## src/rtl/spi_slave_std.sv

```systemverilog
// Mode-0 (CPOL=0, CPHA=0, MSB first) SPI slave with every pin oversampled in HCLK.
// MOSI is deserialised onto a valid/ready RX port; TX words are serialised onto MISO.
module spi_slave_std #(
   parameter int unsigned             DATA_WIDTH   = 32,
   parameter logic [DATA_WIDTH-1:0]   TX_IDLE_WORD = 32'hFFFF_FFFF
) (
   input  logic                  HCLK,
   input  logic                  HRESET,
   input  logic                  spi_sclk_i,
   input  logic                  spi_csn_i,
   input  logic                  spi_sdi_i,
   output logic                  spi_sdo_o,
   output logic                  spi_oe_o,
   output logic [DATA_WIDTH-1:0] rx_data_o,
   output logic                  rx_valid_o,
   input  logic                  rx_ready_i,
   input  logic [DATA_WIDTH-1:0] tx_data_i,
   input  logic                  tx_valid_i,
   output logic                  tx_ready_o,
   output logic                  eot_o,
   output logic                  rx_overrun_o,
   output logic                  tx_underrun_o,
   output logic                  busy_o
);

   localparam int unsigned      CNT_W    = $clog2(DATA_WIDTH) + 1;
   localparam logic [CNT_W-1:0] LAST_BIT = CNT_W'(DATA_WIDTH - 1);

   typedef enum logic {IDLE = 1'b0, ACTIVE = 1'b1} state_t;

   logic [2:0]            sclk_q;
   logic [2:0]            csn_q;
   logic [1:0]            sdi_q;
   state_t                state_q;
   logic [CNT_W-1:0]      bit_cnt_q;
   logic [DATA_WIDTH-1:0] shift_rx_q;
   logic [DATA_WIDTH-1:0] shift_tx_q;
   logic [DATA_WIDTH-1:0] rx_data_q;
   logic                  rx_done_q;
   logic                  rx_valid_q;
   logic                  eot_q;
   logic                  overrun_q;
   logic                  underrun_q;

   logic                  sclk_rise;
   logic                  sclk_fall;
   logic                  csn_rise;
   logic                  csn_fall;
   logic                  active;
   logic                  tx_load;
   logic [DATA_WIDTH-1:0] tx_word_d;
   logic [DATA_WIDTH-1:0] shift_rx_d;

   assign sclk_rise  = sclk_q[1] & ~sclk_q[2];
   assign sclk_fall  = ~sclk_q[1] & sclk_q[2];
   assign csn_rise   = csn_q[1] & ~csn_q[2];
   assign csn_fall   = ~csn_q[1] & csn_q[2];
   assign active     = (state_q == ACTIVE);
   // Load at selection, and on the first SCK fall of every following word.
   assign tx_load    = (~active & csn_fall)
                     | (active & ~csn_rise & sclk_fall & (bit_cnt_q == '0));
   assign tx_word_d  = tx_valid_i ? tx_data_i : TX_IDLE_WORD;
   assign shift_rx_d = {shift_rx_q[DATA_WIDTH-2:0], sdi_q[1]};

   // Pin synchronisers with a third stage on sclk and csn for edge detection.
   always_ff @(posedge HCLK) begin
      if (HRESET) begin
         sclk_q <= 3'b000;
         csn_q  <= 3'b111;
         sdi_q  <= 2'b00;
      end else begin
         sclk_q <= {sclk_q[1:0], spi_sclk_i};
         csn_q  <= {csn_q[1:0], spi_csn_i};
         sdi_q  <= {sdi_q[0], spi_sdi_i};
      end
   end

   // Transaction FSM with the RX/TX shift registers and bit counter.
   always_ff @(posedge HCLK) begin
      if (HRESET) begin
         state_q    <= IDLE;
         bit_cnt_q  <= '0;
         shift_rx_q <= '0;
         shift_tx_q <= '0;
         rx_done_q  <= 1'b0;
         eot_q      <= 1'b0;
         underrun_q <= 1'b0;
      end else begin
         eot_q      <= 1'b0;
         rx_done_q  <= 1'b0;
         underrun_q <= tx_load & ~tx_valid_i;
         if (tx_load) begin
            shift_tx_q <= tx_word_d;
         end
         case (state_q)
            IDLE: begin
               if (csn_fall) begin
                  state_q   <= ACTIVE;
                  bit_cnt_q <= '0;
               end
            end
            ACTIVE: begin
               // Deselect wins over a coincident last-bit SCK rise.
               if (csn_rise) begin
                  state_q    <= IDLE;
                  eot_q      <= 1'b1;
                  bit_cnt_q  <= '0;
                  shift_rx_q <= '0;
                  shift_tx_q <= '0;
               end else if (sclk_rise) begin
                  shift_rx_q <= shift_rx_d;
                  if (bit_cnt_q == LAST_BIT) begin
                     bit_cnt_q <= '0;
                     rx_done_q <= 1'b1;
                  end else begin
                     bit_cnt_q <= bit_cnt_q + CNT_W'(1);
                  end
               end else if (sclk_fall && (bit_cnt_q != '0)) begin
                  shift_tx_q <= {shift_tx_q[DATA_WIDTH-2:0], 1'b0};
               end
            end
            default: begin
               state_q   <= IDLE;
               bit_cnt_q <= '0;
            end
         endcase
      end
   end

   // RX output holding register: a completed word is dropped while one is still pending.
   always_ff @(posedge HCLK) begin
      if (HRESET) begin
         rx_data_q  <= '0;
         rx_valid_q <= 1'b0;
         overrun_q  <= 1'b0;
      end else begin
         overrun_q <= 1'b0;
         if (rx_done_q) begin
            if (rx_valid_q && !rx_ready_i) begin
               overrun_q <= 1'b1;
            end else begin
               rx_data_q  <= shift_rx_q;
               rx_valid_q <= 1'b1;
            end
         end else if (rx_valid_q && rx_ready_i) begin
            rx_valid_q <= 1'b0;
         end
      end
   end

   assign spi_sdo_o     = active & shift_tx_q[DATA_WIDTH-1];
   assign spi_oe_o      = active;
   assign busy_o        = active;
   assign tx_ready_o    = tx_load;
   assign rx_data_o     = rx_data_q;
   assign rx_valid_o    = rx_valid_q;
   assign eot_o         = eot_q;
   assign rx_overrun_o  = overrun_q;
   assign tx_underrun_o = underrun_q;

endmodule
```

## config.mk

```make
export PLATFORM = sky130hd
export DESIGN_NAME = spi_slave_std
export DESIGN_NICKNAME = d
export VERILOG_FILES = /design/src/rtl/spi_slave_std.sv
export SDC_FILE = /design/constraint.sdc
export NUM_CORES = 1
export LEC_CHECK = 0
export BUFFER_PORTS_ARGS = -buffer_cell sky130_fd_sc_hd__clkbuf_2
export CAP_MARGIN = 25
export CORE_UTILIZATION = 55
export CTS_CLUSTER_SIZE = 8
export DETAILED_ROUTE_END_ITERATION = 7
export PLACE_DENSITY = 0.85
export SKIP_LAST_GASP = 1
export SYNTH_ARGS = -nofsm -noshare
export SYNTH_HDL_FRONTEND = slang
export SYNTH_SLANG_ARGS = --single-unit
```

## constraint.sdc

```tcl
create_clock -name HCLK -period 1.9 [get_ports HCLK]
set_input_delay 0.095 -clock HCLK [delete_from_list [all_inputs] [get_ports HCLK]]
set_output_delay 0.095 -clock HCLK [all_outputs]
set_load 0.03 [all_outputs]
```

==> flow_metrics.py, run 1 <==
metrics = {
    "cells_and_area": {
        "layout.cells.non_filler": 793,
        "layout_common_cells": "nand2_1, dfxtp_1, clkbuf_2, a22o_1, nor2b_1",
        "nNetsFinal": 710,
        "final_common_cell": "nand2_1",
        "drive_above_1_share_pct": 23.02,
        "area_growth_pct": 22.94,
        "n_antenna_cell": 0,
        "nFillCells": 626,
        "finish.utilization_pct": 69.46,
    },
    "critical_path": {
        "startpoint": "sclk_q[1]$_SDFF_PP0_",
        "ff2ff_setup_slack_ns": 0.14,
        "critical_path_class": "flop to output pin",
        "startpoint_type": "flop",
        "critical_path_required_ns": 1.80,
        "crit_arrival_ns": 1.84,
        "critical_path.max_fanout": 4,
        "crit_path_end_kind": "output pin",
        "rr_startpoint": "bit_cnt_q[4]$_SDFFE_PP0P_",
    },
    "timing": {
        "tightest_slew_ns": 0.5862,
        "fin_crit_sh_pct": 102.0,
        "fin_setup_tns_ns": -0.03718,
        "finClkSkew_ns": 0.006286,
        "post-route-min-period_ns": 1.937,
        "slew_headroom_pct": 60.92,
        "setup_violations": 1,
        "max_clock_freq_mhz": 516.2,
        "rsz0062_at_grt": "true",
        "hold_viol_final": 0,
        "setup_ws_ns": -0.03718,
        "drv_slew": 0,
        "whs_ns": 0.06579,
    },
    "synth": {
        "synthMuxAreaShare_pct": 0,
        "yosys_warnings": 0,
        "syn_nets": 642,
        "synth_xor_area_share_pct": 0.6775,
        "synth_top_flop_cell": "dfxtp_1",
        "synth.avg_cell_area_um2": 8.604,
        "synth_adder_area_share_pct": 0.4839,
        "ys_async_sr_fraction_pct": 0,
        "synth-edff-count": 0,
        "synth.cell_area_mm2": 0.005171,
        "synth-seq-area-share_pct": 44.91,
        "syn_inst": 601,
        "synth_compound_area_share_pct": 26.16,
        "synth-simple-area-share_pct": 21.92,
        "ys_types": 42,
        "synth_top_family_by_area": "compound AO/OA/AOI/OAI gates",
        "ys_ff_latch": 116,
    },
    "place": {
        "gp_congestion": 0.8241,
        "hpwl_um": 7362,
        "place.port_buffers": 78,
        "place_inst": 750,
    },
    "die": {
        "dieArea_mm2": 0.009794,
        "core-area_mm2": 0.009153,
        "start_util_pct": 56.50,
        "die_w_um": 98.97,
        "ios": 79,
        "die_h_um": 98.97,
        "rows": 35,
    },
    "pwr": {
        "cellPowerDensity_mw_per_mm2": 958.5,
        "p_switching_uw": 1598,
        "sw_frac_of_total_pct": 26.22,
        "pwr-share-comb_pct": 7.8,
        "p_total_uw": 6094,
        "clockPowerShare_pct": 50.8,
        "p_leak_uw": 0.002503,
        "peakVddDrop_mv": 0.6629,
        "seqPwrFrac_pct": 41.5,
        "power.internal_uw": 4496,
    },
    "detailed_routing": {
        "drc": 0,
        "antenna_left": 0,
        "wirelength_um": 13520,
        "num_vias": 4905,
        "dr.pass1.iters": 6,
        "wl_per_cell_um": 17.05,
        "viasPerCell": 6.185,
        "dr.first_iter.drc_count": 502,
    },
    "cts": {
        "clock-root-buffer": "clkbuf_8",
        "clkTransAtPathRegs_ns": 0.06,
        "clk_latency_ns": 0.52,
        "cts_tree": "done",
        "cts-buffers-inserted": 17,
        "cts-htree-levels": 4,
        "cts_sinks": 116,
        "clk_path_buf_depth": 2,
    },
    "global_routing": {
        "antenna_found_initial": 0,
        "track_usage_pct": 27.78,
        "overflow": 0,
        "grt_pass1_vias": 4586,
        "grt_max_degree": 44,
        "grt_pass1_wl_um": 21780,
    },
    "status": {
        "violations": "setup timing",
        "outcome": "complete, but fails checks",
    },
    "worst_hold_path": {
        "hold_start": "tx_data_i[31]",
        "min_path_type": "input port to flop",
    },
    "flow_run": {
        "max_cap_viol_count": 0,
    },
}
## critical path: stages, from the launching register on
cell and delay [ns]:
dfxtp_1 0.35, and3b_2 0.34, nand3_2 0.13, a21oi_2 0.20, a41o_2 0.16, buf_6 0.14
## flip-flops by register name, indices dropped and copies added, names as in the netlist
name	count
rx_data_o	32
tx_underrun_o	1
eot_o	1
shift_rx_q	32
sclk_q	3
rx_valid_o	1
bit_cnt_q	6
busy_o	1
shift_tx_q	32
rx_done_q	1
rx_overrun_o	1
sdi_q	2
csn_q	3
## synth_stat cells, types with 2 or more instances
cell	count	area share, %
o21ai_0	4	0.39
o311ai_1	18	3.0
clkbuf_1	23	1.7
buf_4	2	0.29
and2_1	3	0.36
buf_2	20	1.9
xor2_1	2	0.34
ha_1	2	0.48
a21oi_1	37	3.6
o31ai_1	31	4.5
buf_6	4	0.87
nand2_1	133	9.7
nand3_1	34	3.3
nor3b_1	2	0.29
a22o_1	63	11
nor2_1	11	0.80
o311ai_0	13	2.2
xnor2_1	2	0.34
buf_1	10	0.73
dfxtp_1	116	45
and3_1	2	0.24
inv_1	5	0.36
nand4_1	2	0.24
a21o_1	2	0.29
nand2b_1	4	0.48
or2_2	3	0.36
nor2b_1	38	4.6
## layout make-up
cell class | instances | area (um2) | area share (%)
Clock buffer | 17 | 414.1 | 6.514
Clock inverter | 15 | 162.7 | 2.559
Inverter | 5 | 18.77 | 0.2952
Multi-Input combinational cell | 421 | 2572 | 40.46
Sequential cell | 116 | 2335 | 36.73
Tap cell | 111 | 138.9 | 2.185
Timing Repair Buffer | 108 | 715.7 | 11.26
## logic make-up (layout without fill, tap and decap cells)
family	count (synthesis)	after routing
buffers and inverters	64	145
and+or+nand+nor	240	240
AOI/OAI and AO/OA	175	175
DFF	116	116
xor gates and xnor gates	4	4
adders and majority gates	2	2
## path summary, 6_finish.rpt
check                                   end  cells after the start
setup / recovery                 tx_ready_o                      5
hold / removal    shift_tx_q[31]$_SDFF_PP0_                      4
setup reg to reg   shift_tx_q[0]$_SDFF_PP0_                      6
hold reg to reg         csn_q[1]$_SDFF_PP1_                      1
## layer usage
layer	routed length, um	up-vias	global-route usage (%)
li1	-	2299	-
met1	5618	2348	35.09
met2	6715	214	45.24
met3	823	44	7.589
met4	367	0	10.68
met5	0	-	0
## per-stage QoR
stage / worst slack [ns] / cell area, um2
floorplan: 0.02065 / 5172
global placement: 0.2167 / 5625
detailed placement: 0.1569 / 5625
CTS: 0.004618 / 6332
global route: -0.1170 / 6357
finish: -0.03718 / 6357
## timing repair
item                                   CTS  global route
buffers inserted                         2             2
gates resized for setup                  9             6
hold buffers                             6             0
gates cloned                             1             0
setup endpoints to repair                1             1
pin swaps                                1             3
endpoints found under the hold margin    9             0
## power by group through the flow
stage | sequential [uW] | combinational (uW) | clock (uW)
3_3_place_gp | 2570 | 407 | 0
4_1_cts | 2530 | 461 | 3110
3_5_place_dp | 2580 | 426 | 0
6_report | 2530 | 473 | 3090
5_1_grt | 2530 | 514 | 3250
2_1_floorplan | 2570 | 312 | 0
(Power assumes the default switching activity.)
==> run 2: changes to the inputs <==
==> config.mk (replaced) <==
export PLATFORM = sky130hd
export DESIGN_NAME = spi_slave_std
export DESIGN_NICKNAME = d
export VERILOG_FILES = /design/src/rtl/spi_slave_std.sv
export SDC_FILE = /design/constraint.sdc
export NUM_CORES = 1
export LEC_CHECK = 0
export BUFFER_PORTS_ARGS = -buffer_cell sky130_fd_sc_hd__buf_2
export CAP_MARGIN = 25
export CORE_UTILIZATION = 35
export CTS_CLUSTER_SIZE = 8
export DETAILED_ROUTE_END_ITERATION = 7
export PLACE_DENSITY = 0.61
export SKIP_LAST_GASP = 1
export SYNTH_ARGS = -nofsm -noshare
export SYNTH_HDL_FRONTEND = slang
export SYNTH_SLANG_ARGS = --single-unit
==> flow_metrics.py, run 2 (synthesized netlist as in run 1, its figures left out) <==
metrics = {
    "timing": {
        "slew_headroom_pct": 65.63,
        "tightest_slew_ns": 0.5156,
        "finClkSkew_ns": 0.01108,
        "hold_viol_final": 0,
        "fin_crit_sh_pct": 96.38,
        "max_clock_freq_mhz": 546.1,
        "setup_violations": 0,
        "post-route-min-period_ns": 1.831,
        "drv_slew": 0,
        "setup_ws_ns": 0.06874,
        "rsz0062_at_grt": "true",
    },
    "cells_and_area": {
        "finish.utilization_pct": 44.50,
        "drive_above_1_share_pct": 21.78,
        "regArea_mm2": 0.002331,
        "n_antenna_cell": 0,
        "layout_common_cells": "nand2_1, dfxtp_1, buf_2, a22o_1, nor2b_1",
        "nNetsFinal": 704,
        "layout.cells.non_filler": 859,
        "multiInputGateArea_mm2": 0.002565,
        "final_common_cell": "nand2_1",
        "nFillCells": 1432,
        "area_growth_pct": 24.61,
    },
    "detailed_routing": {
        "drc": 0,
        "antenna_left": 0,
        "wl_per_cell_um": 15.20,
        "dr.first_iter.drc_count": 360,
        "num_vias": 4652,
        "dr.pass1.iters": 5,
        "wirelength_um": 13050,
        "viasPerCell": 5.416,
    },
    "place": {
        "gp_congestion": 0.7661,
        "hpwl_um": 7485,
        "dp_slack_ns": 0.2058,
        "place.port_buffers": 78,
        "place_inst": 820,
    },
    "worst_hold_path": {
        "min_path_type": "input port to flop",
    },
    "pwr": {
        "cellPowerDensity_mw_per_mm2": 977.6,
        "p_total_uw": 6299,
        "peakVddDrop_mv": 0.7444,
        "p_leak_uw": 0.002513,
    },
    "status": {
        "outcome": "complete, no violations",
    },
    "cts": {
        "clk_latency_ns": 0.41,
        "cts_sinks": 116,
        "clk_path_buf_depth": 2,
        "cts-buffers-inserted": 17,
        "clkTransAtPathRegs_ns": 0.05,
        "cts-htree-levels": 4,
        "cts_tree": "done",
        "clock-root-buffer": "clkbuf_16",
    },
    "critical_path": {
        "path_buf_inv": 1,
        "cp_cell_sequence": "nor4_4 -> nand3_2 -> a21oi_2 -> a41o_2 -> buf_6",
        "critical_path.max_fanout": 4,
        "startpoint_type": "flop",
        "ff2ff_setup_slack_ns": 0.15,
        "critical_path_required_ns": 1.80,
        "critical_path_class": "flop to output pin",
        "worst_path_max_delay_cell": "dfxtp_4",
        "crit_path_end_kind": "output pin",
        "path_delay_family": "simple AND/OR/NAND/NOR gates",
        "max_stage_delay_ns": 0.36,
        "crit_arrival_ns": 1.74,
    },
    "global_routing": {
        "met3_usage_pct": 4.566,
        "grt_pass1_wl_um": 21180,
        "grt_util_met2_pct": 28.74,
        "overflow": 0,
        "use_met1_pct": 22.05,
        "antenna_found_initial": 0,
        "grt_pass1_vias": 4395,
        "grt_max_degree": 66,
        "track_usage_pct": 17.86,
        "grt_busiest_layer": "met2",
    },
    "die": {
        "start_util_pct": 35.72,
        "dieArea_mm2": 0.01526,
        "die_h_um": 123.6,
        "ios": 79,
        "die_w_um": 123.6,
        "core-area_mm2": 0.01448,
        "rows": 44,
    },
    "flow_run": {
        "max_cap_viol_count": 0,
    },
}
[run 2: changes by cell type in the layout (fill, tap and decap cells not counted), moves of 2 or more]
cell / previous run / this run
buf_2: 0 / 77
buf_4: 18 / 14
bufinv_16: 1 / 4
clkbuf_2: 77 / 0
clkinv_2: 0 / 3
clkinv_4: 6 / 1
clkinvlp_4: 0 / 4
dfxtp_1: 108 / 111
dfxtp_2: 7 / 4
dlygate4sd3_1: 6 / 4
inv_6: 4 / 1
inv_8: 4 / 0
[run 2: layout make-up]
| type | instances | share of cell area [%] |
|---|---|---|
| Tap cell | 184 | 3.573 |
| Clock buffer | 18 | 6.660 |
| Clock inverter | 13 | 2.835 |
| Multi-Input combinational cell | 421 | 39.81 |
| Inverter | 5 | 0.2913 |
| Timing Repair Buffer | 102 | 10.66 |
| Sequential cell | 116 | 36.17 |
[run 2: per-layer routing]
layer,part of all wire (%),wire length [um]
met5,0,0
met3,4.7,617
met1,46,5998
met2,47,6091
met4,2.6,345
[run 2: final timing paths]
kind / start / endpoint / cells past startpoint
hold reg to reg: csn_q[0]$_SDFF_PP1_ / csn_q[1]$_SDFF_PP1_ / 1
setup reg to reg: bit_cnt_q[3]$_SDFFE_PP0P_ / shift_tx_q[10]$_SDFF_PP0_ / 5
hold / removal: HRESET / rx_data_o[7]$_SDFFE_PP0P_ / 2
setup / recovery: bit_cnt_q[3]$_SDFFE_PP0P_ / tx_ready_o / 5
[run 2: power by group]
part	total (uW)	switching (uW)	leakage, uW	internal [uW]
Sequential	2530	41.2	0.000941	2490
Clock	3310	1130	0.000288	2180
Combinational	463	248	0.00128	215
Total	6300	1420	0.00251	4880
[run 2: metrics by stage]
step	TNS (ns)	hold WS, ns	instance area, um2
2_1_floorplan	0	0.1988	5172
3_3_place_gp	0	0.3007	5694
3_5_place_dp	0	0.2979	5694
4_1_cts	0	0.06693	6415
5_1_grt	-0.01162	0.09502	6444
6_report	0	0.08354	6444
[run 2: repair_timing]
item | CTS | global route
setup endpoints to repair | 1 | 1
setup buffers | 0 | 2
hold endpoints to repair | 4 | 0
pin swaps | 0 | 3
hold buffers | 4 | 0
gates resized for setup | 2 | 6
cloned | 2 | 0
==> run 3: changes to the inputs <==
--- a/config.mk
+++ b/config.mk
@@ -5,12 +5,15 @@
 export SDC_FILE = /design/constraint.sdc
 export NUM_CORES = 1
 export LEC_CHECK = 0
+export ABC_CLOCK_PERIOD_IN_PS = 1900
 export BUFFER_PORTS_ARGS = -buffer_cell sky130_fd_sc_hd__buf_2
 export CAP_MARGIN = 25
-export CORE_UTILIZATION = 35
+export CELL_PAD_IN_SITES_DETAIL_PLACEMENT = 1
+export CELL_PAD_IN_SITES_GLOBAL_PLACEMENT = 2
+export CORE_UTILIZATION = 34
 export CTS_CLUSTER_SIZE = 8
 export DETAILED_ROUTE_END_ITERATION = 7
-export PLACE_DENSITY = 0.61
+export PLACE_DENSITY = 0.86
 export SKIP_LAST_GASP = 1
 export SYNTH_ARGS = -nofsm -noshare
 export SYNTH_HDL_FRONTEND = slang
==> flow_metrics.py, run 3 (synthesized netlist as in run 1, its figures left out) <==
metrics = {
    "status": {
        "outcome": "complete, but fails checks",
        "violations": "DRC",
    },
    "place": {
        "hpwl_um": 8939,
        "dp_slack_ns": 0.1103,
        "gp_congestion": 0.7638,
        "place_inst": 824,
        "placed_area_mm2": 0.005737,
        "place.port_buffers": 78,
    },
    "critical_path": {
        "critical_path_required_ns": 1.80,
        "startpoint_type": "flop",
        "crit_arrival_ns": 1.73,
        "max_stage_delay_ns": 0.38,
        "crit_path_end_kind": "output pin",
        "worst_path_max_delay_cell": "dfxtp_1",
        "path_buf_inv": 2,
        "path_delay_family": "flip-flops",
        "critical_path_class": "flop to output pin",
        "critical_path.max_fanout": 4,
        "cp_cell_sequence": "inv_1 -> ha_2 -> nand3_4 -> a21oi_4 -> a41o_2 -> buf_4",
    },
    "cells_and_area": {
        "stdcell_area_mm2": 0.006505,
        "layout.cells.non_filler": 864,
        "final_common_cell": "nand2_1",
        "nFillCells": 1712,
        "multiInputGateArea_mm2": 0.002585,
        "area_growth_pct": 25.79,
        "nNetsFinal": 708,
        "layout_common_cells": "nand2_1, dfxtp_1, buf_2, a22o_1, nor2b_1",
        "regArea_mm2": 0.002327,
        "drive_above_1_share_pct": 22.35,
        "n_antenna_cell": 0,
        "finish.utilization_pct": 44.25,
    },
    "die": {
        "ios": 79,
        "rows": 44,
        "dieArea_mm2": 0.01571,
        "die_h_um": 125.3,
        "start_util_pct": 35.18,
        "die_w_um": 125.3,
        "core-area_mm2": 0.01470,
    },
    "detailed_routing": {
        "num_vias": 4705,
        "dr.first_iter.drc_count": 296,
        "drc": 5,
        "wl_per_cell_um": 16.81,
        "antenna_left": 0,
        "dr.pass1.iters": 8,
        "viasPerCell": 5.446,
        "wirelength_um": 14530,
    },
    "timing": {
        "hold_viol_final": 0,
        "tightest_slew_ns": 0.5194,
        "finClkSkew_ns": 0.009408,
        "slew_headroom_pct": 65.37,
        "rsz0062_at_grt": "true",
        "drv_slew": 0,
        "post-route-min-period_ns": 1.825,
        "max_clock_freq_mhz": 548.0,
        "setup_violations": 0,
        "fin_setup_tns_ns": 0,
        "fin_crit_sh_pct": 96.04,
        "setup_ws_ns": 0.07525,
    },
    "global_routing": {
        "overflow": 0,
        "use_met1_pct": 23.48,
        "met3_usage_pct": 4.279,
        "grt_util_met2_pct": 32.76,
        "grt_pass1_vias": 4905,
        "antenna_found_initial": 0,
        "grt_max_degree": 64,
        "grt_busiest_layer": "met2",
        "grt_pass1_wl_um": 24180,
        "track_usage_pct": 19.23,
    },
    "cts": {
        "cts_sinks": 116,
        "cts_tree": "done",
        "clock-root-buffer": "clkbuf_16",
        "clk_latency_ns": 0.41,
        "cts-htree-levels": 4,
        "clkTransAtPathRegs_ns": 0.06,
        "clk_path_buf_depth": 2,
        "cts-buffers-inserted": 17,
    },
    "worst_hold_path": {
        "min_path_type": "input port to flop",
    },
    "pwr": {
        "cellPowerDensity_mw_per_mm2": 989.6,
        "peakVddDrop_mv": 0.7193,
        "p_leak_uw": 0.002540,
    },
    "flow_run": {
        "max_cap_viol_count": 0,
    },
}
## run 3: changes by cell type in the layout (fill, tap and decap cells not counted), sizes merged
cell / change
bufbuf: -2
clkinv: +1
clkbuf: +3
dlygate4sd3: +1
clkinvlp: -2
buf: +5
inv: -1
## run 3: final timing paths
path / from / to / slack (ns) / depth (start not counted)
worst max-delay path: bit_cnt_q[1]$_SDFFE_PP0P_ / tx_ready_o / 0.08 / 6
worst min-delay path: tx_data_i[0] / shift_tx_q[0]$_SDFF_PP0_ / 0.18 / 4
worst max register to register: bit_cnt_q[5]$_SDFFE_PP0P_ / shift_tx_q[0]$_SDFF_PP0_ / 0.08 / 6
worst min register to register: csn_q[0]$_SDFF_PP1_ / csn_q[1]$_SDFF_PP1_ / 0.42 / 1
## run 3: worst reg2reg max path: stages, from the launching register on
cell and delay [ns]:
dfxtp_1 0.33, nor4_4 0.35, buf_4 0.19, nand2_2 0.07, a221oi_4 0.37, buf_12 0.20, a21boi_0 0.21
## run 3: layer usage
layer / routed length, um / vias up / part of all wire [%]
li1: - / 2289 / -
met5: 0 / - / 0
met1: 6656 / 2320 / 46
met3: 515 / 13 / 3.5
met4: 177 / 0 / 1.2
met2: 7176 / 83 / 49
## run 3: cell type report
type	count	area share (%)
clock buffer	21	7.232
clock inverter	11	2.693
inverter	5	0.2885
multi-input combinational	421	39.74
sequential	116	35.78
tap	184	3.539
timing repair buffer	106	10.73
## run 3: power by group
part,switching [uW],leakage (uW),internal (uW)
clock,1150,0.000309,2300
sequential,43.6,0.000940,2490
combinational,256,0.00129,199
total,1450,0.00254,4990
## run 3: timing repair
| item | in CTS | in global routing |
|---|---|---|
| pin swaps | 2 | 3 |
| setup buffers | 2 | 1 |
| endpoints found under the setup margin | 1 | 26 |
| gates resized for setup | 5 | 9 |
| endpoints found under the hold margin | 6 | 0 |
| cloned | 1 | 0 |
| hold buffers | 5 | 0 |
## run 3: through the flow
stage | total power, uW | hold slack, ns
2_1_floorplan | 2880 | 0.1988
3_3_place_gp | 2990 | 0.3163
3_5_place_dp | 3015 | 0.3153
4_1_cts | 6509 | 0.1361
5_1_grt | 6674 | 0.1715
6_report | 6437 | 0.1757
